**src/rtl/fetch_unit_if.sv**
```systemverilog
// Instruction-fetch bus bundle: imem request/ack channel plus the output instruction buffer.
interface fetch_unit_if #(
  parameter int unsigned ADDR_W  = 32,
  parameter int unsigned INSTR_W = 32
);
  logic               imem_req;
  logic [ADDR_W-1:0]  imem_addr;
  logic               imem_ack;
  logic [INSTR_W-1:0] imem_rdata;
  logic               instr_valid;
  logic [INSTR_W-1:0] instr;
  logic [ADDR_W-1:0]  instr_pc;
  logic               instr_ready;

  // Fetch unit side
  modport master (
    output imem_req, imem_addr, instr_valid, instr, instr_pc,
    input  imem_ack, imem_rdata, instr_ready
  );

  // Memory / downstream side
  modport slave (
    input  imem_req, imem_addr, instr_valid, instr, instr_pc,
    output imem_ack, imem_rdata, instr_ready
  );
endinterface

```
**src/rtl/fetch_unit.sv**
```systemverilog
// Instruction-fetch stage: PC, single-outstanding imem request, one-entry output buffer,
// and redirect handling that drains any wrong-path request without buffering its data.
module fetch_unit #(
  parameter int unsigned       ADDR_W   = 32,
  parameter int unsigned       INSTR_W  = 32,
  parameter logic [ADDR_W-1:0] RESET_PC = '0
) (
  input  logic              Clk,
  input  logic              Clrn,
  input  logic              fetch_en,
  input  logic              redirect,
  input  logic [ADDR_W-1:0] redirect_pc,
  fetch_unit_if.master      bus
);

  localparam logic [ADDR_W-1:0] PC_STEP    = ADDR_W'(4);
  localparam logic [ADDR_W-1:0] ALIGN_MASK = ~ADDR_W'(3);

  typedef enum logic [1:0] {
    ST_IDLE     = 2'd0,
    ST_FETCH    = 2'd1,
    ST_WAIT_OUT = 2'd2,
    ST_DRAIN    = 2'd3
  } state_e;

  state_e             state_q, state_d;
  logic [ADDR_W-1:0]  pc_q, pc_d;
  logic               req_q, req_d;
  logic [ADDR_W-1:0]  addr_q, addr_d;
  logic               valid_q, valid_d;
  logic [INSTR_W-1:0] instr_q, instr_d;
  logic [ADDR_W-1:0]  ipc_q, ipc_d;
  logic [ADDR_W-1:0]  redir_pc_c;

  assign redir_pc_c = redirect_pc & ALIGN_MASK;

  assign bus.imem_req    = req_q;
  assign bus.imem_addr   = addr_q;
  assign bus.instr_valid = valid_q;
  assign bus.instr       = instr_q;
  assign bus.instr_pc    = ipc_q;

  // Next-state and registered-output computation; redirect overrides every other event.
  always_comb begin
    state_d = state_q;
    pc_d    = pc_q;
    req_d   = req_q;
    addr_d  = addr_q;
    valid_d = valid_q;
    instr_d = instr_q;
    ipc_d   = ipc_q;

    if (redirect) begin
      pc_d    = redir_pc_c;
      valid_d = 1'b0;
      unique case (state_q)
        ST_IDLE, ST_WAIT_OUT: begin
          if (fetch_en) begin
            state_d = ST_FETCH;
            req_d   = 1'b1;
            addr_d  = redir_pc_c;
          end else begin
            state_d = ST_IDLE;
            req_d   = 1'b0;
          end
        end
        ST_FETCH: begin
          if (bus.imem_ack) begin
            // Wrong-path data returned this cycle: drop it and restart immediately.
            state_d = ST_FETCH;
            req_d   = 1'b1;
            addr_d  = redir_pc_c;
          end else begin
            // Old request still outstanding: keep req/addr stable until it completes.
            state_d = ST_DRAIN;
          end
        end
        ST_DRAIN: begin
          if (bus.imem_ack) begin
            if (fetch_en) begin
              state_d = ST_FETCH;
              req_d   = 1'b1;
              addr_d  = redir_pc_c;
            end else begin
              state_d = ST_IDLE;
              req_d   = 1'b0;
            end
          end
        end
        default: state_d = ST_IDLE;
      endcase
    end else begin
      unique case (state_q)
        ST_IDLE: begin
          if (fetch_en) begin
            state_d = ST_FETCH;
            req_d   = 1'b1;
            addr_d  = pc_q;
          end
        end
        ST_FETCH: begin
          if (bus.imem_ack) begin
            instr_d = bus.imem_rdata;
            ipc_d   = pc_q;
            valid_d = 1'b1;
            pc_d    = pc_q + PC_STEP;
            req_d   = 1'b0;
            state_d = ST_WAIT_OUT;
          end
        end
        ST_WAIT_OUT: begin
          if (bus.instr_ready) begin
            valid_d = 1'b0;
            if (fetch_en) begin
              state_d = ST_FETCH;
              req_d   = 1'b1;
              addr_d  = pc_q;
            end else begin
              state_d = ST_IDLE;
            end
          end
        end
        ST_DRAIN: begin
          if (bus.imem_ack) begin
            if (fetch_en) begin
              state_d = ST_FETCH;
              req_d   = 1'b1;
              addr_d  = pc_q;
            end else begin
              state_d = ST_IDLE;
              req_d   = 1'b0;
            end
          end
        end
        default: state_d = ST_IDLE;
      endcase
    end
  end

  // State and output registers with asynchronous clear.
  always_ff @(posedge Clk or negedge Clrn) begin
    if (!Clrn) begin
      state_q <= ST_IDLE;
      pc_q    <= RESET_PC;
      req_q   <= 1'b0;
      addr_q  <= '0;
      valid_q <= 1'b0;
      instr_q <= '0;
      ipc_q   <= '0;
    end else begin
      state_q <= state_d;
      pc_q    <= pc_d;
      req_q   <= req_d;
      addr_q  <= addr_d;
      valid_q <= valid_d;
      instr_q <= instr_d;
      ipc_q   <= ipc_d;
    end
  end

endmodule

```
**src/flat_wrapper.sv**
```systemverilog
// flat-port wrapper written by rule: the top's interface ports become plain ports
module fetch_unit_flat 
#(
  parameter int unsigned       ADDR_W   = 32,
  parameter int unsigned       INSTR_W  = 32,
  parameter logic [ADDR_W-1:0] RESET_PC = '0
)
  (Clk, Clrn, fetch_en, redirect, redirect_pc, bus_imem_req, bus_imem_addr, bus_instr_valid, bus_instr, bus_instr_pc, bus_imem_ack, bus_imem_rdata, bus_instr_ready);
  fetch_unit_if #(.ADDR_W(ADDR_W), .INSTR_W(INSTR_W)) bus_i ();
  input  logic Clk;
  input  logic Clrn;
  input  logic fetch_en;
  input  logic redirect;
  input  logic [ADDR_W-1:0] redirect_pc;
  output wire logic [$bits(bus_i.imem_req)-1:0] bus_imem_req;
  output wire logic [$bits(bus_i.imem_addr)-1:0] bus_imem_addr;
  output wire logic [$bits(bus_i.instr_valid)-1:0] bus_instr_valid;
  output wire logic [$bits(bus_i.instr)-1:0] bus_instr;
  output wire logic [$bits(bus_i.instr_pc)-1:0] bus_instr_pc;
  input wire logic [$bits(bus_i.imem_ack)-1:0] bus_imem_ack;
  input wire logic [$bits(bus_i.imem_rdata)-1:0] bus_imem_rdata;
  input wire logic [$bits(bus_i.instr_ready)-1:0] bus_instr_ready;
  assign bus_imem_req = bus_i.imem_req;
  assign bus_imem_addr = bus_i.imem_addr;
  assign bus_instr_valid = bus_i.instr_valid;
  assign bus_instr = bus_i.instr;
  assign bus_instr_pc = bus_i.instr_pc;
  assign bus_i.imem_ack = bus_imem_ack;
  assign bus_i.imem_rdata = bus_imem_rdata;
  assign bus_i.instr_ready = bus_instr_ready;
  fetch_unit #(.ADDR_W(ADDR_W), .INSTR_W(INSTR_W), .RESET_PC(RESET_PC)) u_core (.Clk(Clk), .Clrn(Clrn), .fetch_en(fetch_en), .redirect(redirect), .redirect_pc(redirect_pc), .bus(bus_i));
endmodule
```
**config.mk**
```make
export PLATFORM = sky130hd
export DESIGN_NAME = fetch_unit_flat
export DESIGN_NICKNAME = d
export VERILOG_FILES = /design/src/rtl/fetch_unit_if.sv /design/src/rtl/fetch_unit.sv /design/src/flat_wrapper.sv
export SDC_FILE = /design/constraint.sdc
export NUM_CORES = 1
export LEC_CHECK = 0
export BUFFER_PORTS_ARGS = -buffer_cell sky130_fd_sc_hd__buf_2
export CAP_MARGIN = 25
export CORE_MARGIN = 2
export CORE_UTILIZATION = 30
export DETAILED_ROUTE_END_ITERATION = 8
export GPL_TIMING_DRIVEN = 0
export PLACE_DENSITY = 0.62
export SETUP_SLACK_MARGIN = 0.05
export SLEW_MARGIN = 20
export SYNTH_ARGS = -nofsm -noshare
export SYNTH_HDL_FRONTEND = slang
export SYNTH_SLANG_ARGS = --single-unit
```
**constraint.sdc**
```tcl
create_clock -name Clk -period 2.1 [get_ports Clk]
set_input_delay 0.105 -clock Clk [delete_from_list [all_inputs] [get_ports Clk]]
set_output_delay 0.105 -clock Clk [all_outputs]
set_load 0.05 [all_outputs]
```
==> impl_metrics.json <==
{
  "status": "completed",
  "wl_met1_mm": 7.27,
  "fin_crit_ps": 1910,
  "antenna_found_initial": 0,
  "cp.arrival_ps": 2210,
  "worstHoldPathCells": 3,
  "vias_per_cell": 4.71,
  "pwr-share-seq_pct": 30.1,
  "synth-edff-count": 0,
  "via_count": 4741,
  "grt_pass1_wl_mm": 26.0,
  "grt_pass1_vias": 4740,
  "clkSlewWorstSetupHoldPaths_ps": 60,
  "power_switching_share_pct": 45.4,
  "io_buffer_count": 163,
  "post-route-drc-count": 0,
  "maxSlewViolCount": 0,
  "rsz0062_at_grt": "no",
  "grt-ovfl-total": 0,
  "p_switching_mw": 5.93,
  "cts_tree": "done",
  "die_h_um": 145,
  "ios": 168,
  "cp_max_fo": 10,
  "min_from": "redirect_pc[31]",
  "drt_iter0_drc": 242,
  "p_int_mw": 7.12,
  "start_util_pct": 30.6,
  "worst_pin_slew_ps": 828,
  "ant_nets": 0,
  "placed_area_sq_mm": 0.00712,
  "netlist_area_sq_mm": 0.00593,
  "synth_flop_cell": "dfrtp_1",
  "std_cell_rows": 51,
  "clk-insertion-delay-late_ps": 420,
  "ys_seq_elements": 127,
  "place_congestion": 0.801,
  "track_usage_pct": 16.4,
  "fillers": 1896,
  "cp_cell_sequence": "buf_4, and3b_1, buf_6, nand3_4, buf_6, nor3_1, mux2_2",
  "fp.dieW_um": 145,
  "dr_wl_met3_um": 861,
  "rr_worst_depth": 7,
  "holdWs_ps": 21.1,
  "finClkSkew_ps": 8.17,
  "synth-seq-area-share_pct": 53.6,
  "worstHoldEndpoint": "u_core.pc_q[31]$_DFFE_PN0P_",
  "cap_violations": 0,
  "synth_area_leaders": "dfrtp_1 (54%), mux2_2 (20%), o21ai_0 (2.1%), nand2_1 (2.1%), nor2_1 (1.6%)",
  "routed.top_layer": "met4",
  "clkPwrFrac_pct": 24.2,
  "clock-sinks": 127,
  "yosysTopAreaCellShare_pct": 53.6,
  "drt_wl_total_mm": 16.7,
  "grt_max_degree": 66,
  "syn-mean-instance-area_sq_um": 12.1,
  "dp_hpwl_mm": 11.7,
  "postCtsSetupBuffers": 0,
  "area_delta_synth_final_pct": 40.0,
  "cp-end-kind": "flip-flop",
  "synth_warnings": 0,
  "hold_path.class": "input pin to flip-flop",
  "root_buffer": "clkbuf_16",
  "peakVddDrop_v": 0.000885,
  "clockBufferDepth": 2,
  "diodes": 0,
  "critPathRequiredTime_ps": 2400,
  "design_area_sq_mm": 0.00830,
  "slowest_delay_ps": 360,
  "crit_slowest_cell": "mux2_2",
  "routedWlPerCell_um": 16.6,
  "fmaxAchievable_ghz": 0.524,
  "final_nets": 799,
  "synthCells": 491,
  "layout-drive-gt1-share_pct": 44.8,
  "regToRegSetupSlack_ps": 190,
  "path_class": "flip-flop to flip-flop",
  "power.leakage_nw": 3.74,
  "powerDensity_mw_per_mm2": 1570,
  "die-area_sq_mm": 0.0209,
  "hold_violations": 0,
  "async_flop_share_pct": 100,
  "crit_top_cell": "buf_6",
  "timing.rr.end": "u_core.pc_q[26]$_DFFE_PN0P_",
  "period_share_pct": 90.9,
  "critPathBufInv": 3,
  "drt_pass1_iterations": 4,
  "power_frac_comb_pct": 45.7,
  "crit_path_start_kind": "flip-flop",
  "slew_headroom_pct": 44.8,
  "post-route-util_pct": 42.8,
  "numCtsBuffers": 17,
  "met2_length_mm": 8.39,
  "core_area_sq_mm": 0.0194,
  "yosysTopAreaCell": "dfrtp_1",
  "setup_violations": 0,
  "r2r-start": "u_core.state_q[1]$_DFFE_PN0P_",
  "htreeDepth": 4,
  "cp_top_family": "simple AND/OR/NAND/NOR gates",
  "netlist-cell-type-count": 60
}
==> flip-flops by register name, summed over array words and instances, names as in the netlist <==
register / flops
u_core.bus.imem_addr: 31
u_core.bus.imem_req: 1
u_core.bus.instr: 32
u_core.bus.instr_pc: 30
u_core.bus.instr_valid: 1
u_core.pc_q: 30
u_core.state_q: 2
==> area by class of cell <==
class	instances	area [sq um]	area share, %
buffer	30	176	2.13
clock buffer	22	474	5.71
clock inverter	10	159	1.91
inverter	18	67.6	0.814
multi-input combinational	317	2530	30.5
sequential	127	3180	38.3
tap	265	332	3.99
timing repair buffer	217	1380	16.7
==> worst reg2reg max path, stage by stage, from the launching register on <==
cell and delay [ps]:
dfrtp_1 350, buf_4 160, and3b_1 270, buf_6 180
nand3_4 100, buf_6 160, nor3_1 220, mux2_2 360
==> power by group through the flow <==
stage	sequential [mW]	clock, mW	combinational, mW
6_report	3.93	3.16	5.96
5_1_grt	4.06	3.34	6.25
4_1_cts	3.93	3.22	6.02
3_5_place_dp	3.97	0	5.93
3_3_place_gp	3.93	0	5.88
2_1_floorplan	7.07	0	1.32
==> kinds of logic (layout without fill, tap and decap cells) <==
kind of cell / count (synthesis) / after routing / synth area share [%]
buffers and inverters: 48 / 297 / 4.12
adders and majority gates: 1 / 1 / 0.211
AOI/OAI and AO/OA: 65 / 65 / 7.16
xor gates and xnor gates: 5 / 5 / 0.739
and+or+nand+nor: 135 / 135 / 13.4
muxes: 109 / 109 / 20.6
DFF: 127 / 127 / 53.6
other: 1 / 2 / 0.0633
==> per-layer routing <==
metal  global-route usage [%]  vias up
li1                         -     2231
met1                     21.1     2385
met2                     27.0      111
met3                     4.27       14
met4                     5.62        0
met5                        0        -
==> timing repair <==
item / CTS / global route
hold endpoints to repair: 116 / 0
setup endpoints to repair: 43 / 4
hold buffers: 53 / 0
resized for setup: 1 / 3
==> synthesized netlist by cell type, drive strengths merged (4+ instances only) <==
| master | instances |
|---|---|
| dfrtp | 127 |
| nand2 | 33 |
| nand2b | 6 |
| nand3 | 12 |
| nor2b | 7 |
| xnor2 | 5 |
| nor3 | 8 |
| o31a | 4 |
| clkbuf | 7 |
| nand4 | 10 |
| nor2 | 26 |
| buf | 23 |
| inv | 17 |
| o21ai | 25 |
| and4 | 7 |
| a21oi | 12 |
| mux2 | 106 |
| nor4 | 5 |
==> through the flow <==
stage	setup TNS (ps)	cells	total power, mW	worst slack, ps
global route	0	1006	13.6	96.8
global placement	-120730	920	9.82	-964
detailed placement	-2.58	921	9.89	-2.58
floorplan	0	492	8.39	364
CTS	0	1006	13.2	87.8
finish	0	1006	13.1	190
==> layout by cell type, fill, tap and decap left out, types with 3 or more instances in the layout <==
cell type / Yosys / routed
o31a_1: 4 / 4
and4_1: 7 / 7
o21ai_0: 25 / 25
xnor2_1: 5 / 5
a311o_1: 3 / 3
nand4_1: 7 / 7
or3b_1: 3 / 3
nand2_1: 33 / 33
or3_1: 3 / 3
nand2b_1: 6 / 6
dlygate4sd3_1: 0 / 53
nand3_1: 11 / 11
clkbuf_16: 0 / 17
or4_1: 3 / 3
bufinv_16: 0 / 4
mux2_1: 3 / 3
mux2i_1: 3 / 3
inv_1: 17 / 17
clkbuf_1: 6 / 8
nor2b_1: 7 / 7
clkinv_2: 0 / 3
buf_2: 11 / 173
clkbuf_8: 0 / 3
nor4_1: 3 / 3
mux2_2: 103 / 103
a311oi_1: 3 / 3
nor2_1: 25 / 25
a21oi_1: 12 / 12
dfrtp_1: 127 / 127
buf_4: 9 / 9
nor3_1: 8 / 7
a211oi_1: 3 / 3
==> worst max path at each step <==
stage                             startpoint                                  end  slack, ps  cells after the start
2_1_floorplan  u_core.state_q[1]$_DFFE_PN0P_          u_core.pc_q[30]$_DFFE_PN0P_        360                      7
3_3_place_gp                            Clrn     u_core.bus.instr[27]$_DFFE_PN0P_       -960                      1
3_5_place_dp   u_core.state_q[1]$_DFFE_PN0P_  u_core.bus.instr_pc[29]$_DFFE_PN0P_         -3                      5
4_1_cts           u_core.pc_q[2]$_DFFE_PN0P_          u_core.pc_q[22]$_DFFE_PN0P_         90                      5
5_1_grt        u_core.state_q[1]$_DFFE_PN0P_          u_core.pc_q[30]$_DFFE_PN0P_        100                      7
6_report       u_core.state_q[1]$_DFFE_PN0P_          u_core.pc_q[26]$_DFFE_PN0P_        190                      7
Power figures use the tool's default switching activity.
